==> src/rtl/id_ex_stage.sv <==
// id_ex_stage: ID/EX pipeline register of the 5-stage RV32 core.
// Registers the decoded control bundle and operands into EX. It detects
// load-use hazards and raises load_use_stall. It inserts bubbles on flush
// and on load-use hazards, and holds every register while memory is busy.
// Optional feature macro: ID_EX_BUBBLE_CNT_EN (saturating bubble counter).
//
// Handshake: there is no valid/ready pair. id_valid marks a real instruction.
// mem_stall freezes the stage for as long as it is high. load_use_stall asks
// upstream to hold PC and IF/ID for one cycle while a bubble goes down the pipe.
module id_ex_stage #(
   parameter int XLEN  = 32,
   parameter int CNT_W = 32
) (
   input  logic             clk,
   input  logic             rst_n,
   input  logic [17:0]      id_ctrl,
   input  logic [XLEN-1:0]  id_pc,
   input  logic [XLEN-1:0]  id_rs1_data,
   input  logic [XLEN-1:0]  id_rs2_data,
   input  logic [XLEN-1:0]  id_imm,
   input  logic [4:0]       id_rs1,
   input  logic [4:0]       id_rs2,
   input  logic [4:0]       id_rd,
   input  logic [2:0]       id_funct3,
   input  logic             id_funct7b5,
   input  logic             id_valid,
   input  logic             id_uses_rs1,
   input  logic             id_uses_rs2,
   input  logic             flush,
   input  logic             mem_stall,
   output logic [17:0]      ex_ctrl,
   output logic [XLEN-1:0]  ex_pc,
   output logic [XLEN-1:0]  ex_rs1_data,
   output logic [XLEN-1:0]  ex_rs2_data,
   output logic [XLEN-1:0]  ex_imm,
   output logic [4:0]       ex_rs1,
   output logic [4:0]       ex_rs2,
   output logic [4:0]       ex_rd,
   output logic [2:0]       ex_funct3,
   output logic             ex_funct7b5,
   output logic             ex_valid,
   output logic             load_use_stall,
   output logic [CNT_W-1:0] bubble_cnt
);

   // Bubble control word: only the NOP bit is set.
   localparam logic [17:0] BUBBLE_CTRL = 18'h00001;

   logic hz;
   logic take_bubble;

   // Load-use hazard: the load in EX writes a register that the instruction in ID reads.
   // There is no store-data forwarding, so a use through rs2 also stalls.
   always_comb begin
      hz = ex_valid & ex_ctrl[2] & (ex_rd != 5'd0) & id_valid &
           ((id_uses_rs1 & (id_rs1 == ex_rd)) | (id_uses_rs2 & (id_rs2 == ex_rd)));
      load_use_stall = hz & ~flush & ~mem_stall;
      take_bubble    = ~mem_stall & (flush | hz);
   end

   // Pipeline register priority: reset, hold on mem_stall, bubble on flush or hazard, load.
   always_ff @(posedge clk) begin
      if (!rst_n || take_bubble) begin
         ex_ctrl     <= BUBBLE_CTRL;
         ex_pc       <= '0;
         ex_rs1_data <= '0;
         ex_rs2_data <= '0;
         ex_imm      <= '0;
         ex_rs1      <= '0;
         ex_rs2      <= '0;
         ex_rd       <= '0;
         ex_funct3   <= '0;
         ex_funct7b5 <= 1'b0;
         ex_valid    <= 1'b0;
      end else if (!mem_stall) begin
         ex_ctrl     <= id_valid ? id_ctrl : BUBBLE_CTRL;
         ex_pc       <= id_pc;
         ex_rs1_data <= id_rs1_data;
         ex_rs2_data <= id_rs2_data;
         ex_imm      <= id_imm;
         ex_rs1      <= id_rs1;
         ex_rs2      <= id_rs2;
         ex_rd       <= id_rd;
         ex_funct3   <= id_funct3;
         ex_funct7b5 <= id_funct7b5;
         ex_valid    <= id_valid;
      end
   end

`ifdef ID_EX_BUBBLE_CNT_EN
   logic [CNT_W-1:0] cnt_q;

   // Saturating count of inserted bubbles. It is frozen during a memory hold.
   always_ff @(posedge clk) begin
      if (!rst_n) begin
         cnt_q <= '0;
      end else if (take_bubble && (cnt_q != {CNT_W{1'b1}})) begin
         cnt_q <= cnt_q + CNT_W'(1);
      end
   end

   assign bubble_cnt = cnt_q;
`else
   assign bubble_cnt = '0;
`endif

endmodule

==> config.mk <==
export PLATFORM = sky130hd
export DESIGN_NAME = id_ex_stage
export DESIGN_NICKNAME = d
export VERILOG_FILES = /design/src/rtl/id_ex_stage.sv
export SDC_FILE = /design/constraint.sdc
export NUM_CORES = 1
export LEC_CHECK = 0
export CELL_PAD_IN_SITES_DETAIL_PLACEMENT = 0
export CELL_PAD_IN_SITES_GLOBAL_PLACEMENT = 1
export CORE_MARGIN = 4
export CORE_UTILIZATION = 31
export DETAILED_ROUTE_END_ITERATION = 6
export PLACE_DENSITY = 0.82
export SLEW_MARGIN = 0
export SYNTH_ARGS = -nofsm -noshare
export SYNTH_HDL_FRONTEND = slang
export SYNTH_SLANG_ARGS = --single-unit
==> constraint.sdc <==
create_clock -name clk -period 2.8 [get_ports clk]
set_input_delay 0.28 -clock clk [delete_from_list [all_inputs] [get_ports clk]]
set_output_delay 0.28 -clock clk [all_outputs]
set_load 0.005 [all_outputs]
==> results <==
- Summed over all nets, the half-perimeter wirelength after detailed placement is 16.6 mm.
- Summing the sequential cell areas from Yosys gives 44.5% of the chip area.
- From left edge to right edge, the die measures 163 µm.
- The worst slew margin relative to its limit is approximately 30%.
- The residual DRC count is 0.
- The layout filler cell count is approximately 2300.
- The worst endpoint data arrival time is around 2.4 ns.
- The wire length on met3 is 1.61 mm.
- The global placement routability congestion is about 0.73.
- The placeable core region is approximately 24000 µm².
- The power density relative to cell area is about 530 nW/µm².
- The multi-input combinational cells in the finished layout cover a total of ~3600 µm².
- At the later pin of the worst-skew pair, clock insertion delay measures between 0.4 and 0.5 ns.
- The highest clock rate is about 380 MHz.
- The placement row count is between 50 and 60.
- Setup violations remaining at the end of the flow were counted as 0.
- The part of the cycle the worst path needs is 94.1%.
- The wire length of the first global-routing pass is 36.9 mm.
- Relative to the synthesized area, the layout overhead comes to 54.4%.
- Clock-pin slew was measured on the worst setup and hold paths at ~0.070 ns.
- The flow ran to the end, and the final reports show no timing, DRC or antenna violations.
- STA puts the critical path data required time at ~2.5 ns.
- The fraction of synthesis flops using an asynchronous set or reset pin is 0%.
- The average vias per placed instance is 4.60.
- The depth of the most critical reg-to-reg path is 6.
- Hold timing on the final database bottoms out at a slack of 0.419 ns.
- The number of warning messages in the yosys log is 0.
- The static power due to leakage is 4.55 nW.
- Each instance of the synthesized netlist takes up on average 9.39 µm².
- The final layout contains routed wiring with a total length of roughly 24 mm.
- The full die area is 26600 µm².
- The number of pins exceeding their max-slew limit in the final report is 0.
- The proportion of layout cells with a drive suffix above 1 is ~18%.
- The path category of the worst min-delay check is in -> reg.
- For this design the top-level I/O count stands at 371.
- The worst setup path is launched from a flip-flop.
- The routed length per placed instance is around 17 µm.
- Once detail routing completed, the nets flagged for antenna violations numbered 0.
- The critical path capture point type is a primary output.
- The final hold violation count was 0.
- Max-cap violations in this run came to 0.
- Routed signal wires occupy layers up through met4.
- The total grt overflow is 0.
- The number of clock buffers added by TritonCTS is 17.
- The commonest register cell after synthesis is dfxtp_1.
- For this block, wires on met1 add up to ~10 mm.
- The number of hold buffers added after CTS was 0.
- The peak supply drop is just under 300 µV.
- The TritonCTS clock tree is yes.
- The number of global-route vias before repair is 6578.
- The antenna diode count is 0.
- The number of cells on the worst hold path is 4.
- The die is ~160 µm tall.
- The count of cell types in the netlist is 23.
- After detailed placement, the design holds a cell count of between 1000 and 1500.
- The overall global routing resource usage is 17.4%.
- Entering global routing, the biggest net connects around 110 pins.
- The initial antenna violation count came to 0.
- The H-tree was split into 4 levels.
- The number of flops mapped to enable cells by yosys is 0.
- In the detailed route, the total length drawn on met2 is ~12 mm.
- The cell area that synthesis handed to floorplanning was 7460 µm².
- The quantity of I/O buffers inserted on ports is 338.
- The synthesized design contains between 150 and 200 register bits.
- The worst-case clock skew is roughly 0.013 ns.
- The total number of vias is between 6000 and 7000.
- The worst path in the final design needs a cycle of ~2.6 ns, including I/O delays and setup.
- The worst setup path is of the reg -> out kind.
- For this run, the detailed router's first-pass iteration total came to 4.
- Summed over all failing endpoints, the final setup total negative slack is 0 ns.
- Along the worst path, the maximum fanout reaches 5.
- The clock passes through at most 2 buffers.
- Once the floorplan was initialized, standard cells occupied a little under a third of the core.
- Registers take between 3000 and 4000 µm².
- At the end of the flow, the number of nets in the layout was between 1000 and 1500.
- The tree is rooted in a clkbuf_16.
- The number of sinks driven by the clock tree is about 170.
- The post-synthesis cell count is ~800.
- The first routing iteration left approximately 370 violations.
- Setup repair after global routing left no endpoint under its margin.
- Once the clock tree was built, the setup fixing pass inserted 0 buffers.
- The final cell count without fillers is ~1400.
- The slew of the pin with the lowest slew margin is ~1.0 ns.
[report_power, final]
part / leakage [nW] / total, mW / switching, mW / internal (mW)
registers: 1.36 / 2.56 / 0.0689 / 2.49
clock network: 0.289 / 2.43 / 1.06 / 1.37
logic: 2.89 / 1.11 / 0.433 / 0.680
[cells in the mapped netlist, types with 2 or more instances]
cell type,n,area (µm²)
dfxtp_1,166,3320
buf_4,32,240
a21oi_1,165,826
o21ai_0,2,10.0
buf_6,16,180
xor2_1,8,70.1
xnor2_1,2,17.5
buf_2,28,140
a22o_1,17,149
and2_1,3,18.8
nand2_1,164,616
nor4_1,3,18.8
clkbuf_1,31,116
nor2b_1,3,18.8
mux2_2,147,1660
[critical path, cell delays in order, from the launching register on]
cell and delay, ns:
dfxtp_1 0.49, xor2_1 0.18, nor4_2 0.32, a22oi_1 0.14, nor4_2 0.27, clkdlybuf4s50_1 0.55
[cell usage in the layout (no fill, tap or decap), drive strengths merged, types with 3 or more instances in the layout]
cell type | synthesis | routed
dfxtp | 166 | 166
and2 | 3 | 3
clkdlybuf4s50 | 0 | 336
a21oi | 166 | 166
buf | 76 | 17
nand2 | 164 | 164
mux2 | 147 | 147
inv | 1 | 7
nor4 | 3 | 3
a22o | 17 | 17
xor2 | 8 | 8
clkbuf | 31 | 19
clkinv | 0 | 3
nor2b | 3 | 3
conb | 1 | 32
[cell families after synthesis]
| family | after synthesis | share of synthesized area (%) |
|---|---|---|
| compound gates | 189 | 13.8 |
| other cells | 1 | 0.0502 |
| simple gates | 174 | 9.10 |
| xor+xnor | 10 | 1.17 |
| flops | 166 | 44.5 |
| buf+inv | 108 | 9.12 |
| mux | 147 | 22.2 |
[layer usage]
layer / global-route usage, % / vias up
met5: 0 / -
met4: 5.11 / 0
met3: 5.20 / 24
met2: 30.3 / 202
met1: 20.7 / 3078
li1: - / 3236
[metrics by stage]
step | setup slack (ns) | total power, mW | util (%) | cell area [µm²]
after floorplan | 1.16 | 3.15 | - | 7580
after global placement | 0.0376 | 3.72 | 46.2 | 10900
after detailed placement | 0.0591 | 3.73 | 46.2 | 10900
after CTS | 0.0583 | 6.19 | 48.8 | 11500
after global routing | 0.0159 | 6.39 | 48.8 | 11500
final | 0.166 | 6.11 | 48.8 | 11500
[state kept, by name, summed over array words and instances (netlist names)]
name,count
ex_rd,5
ex_rs1,5
ex_funct7b5,1
ex_valid,1
ex_rs2_data,32
ex_funct3,3
ex_rs2,5
ex_ctrl,18
ex_imm,32
ex_pc,32
ex_rs1_data,32
[cell type report]
| class | count | area share, % |
|---|---|---|
| flip-flops and latches | 166 | 28.8 |
| inverters | 1 | 0.0326 |
| clock buffers | 19 | 3.84 |
| multi-input cells | 552 | 31.4 |
| clock inverters | 13 | 1.38 |
| repair buffers | 353 | 31.1 |
| well taps | 319 | 3.46 |
[final timing paths]
path                            slack (ns)                   startpoint                     endpoint
worst min-delay path                  0.42                    mem_stall      ex_ctrl[2]$_SDFFE_PP0N_
worst max register to register        0.75        ex_rd[4]$_SDFFE_PP0N_  ex_rs1_data[2]$_SDFFE_PP0N_
worst min register to register        0.63  ex_rs2_data[3]$_SDFFE_PP0N_  ex_rs2_data[3]$_SDFFE_PP0N_
worst max-delay path                  0.17        ex_rd[4]$_SDFFE_PP0N_               load_use_stall
[what timing repair did]
item | CTS | global route
cloned | 0 | 0
setup endpoints to repair | 1 | 1
resized for setup | 2 | 1
Note: power is estimated with default switching activity, not from simulation.
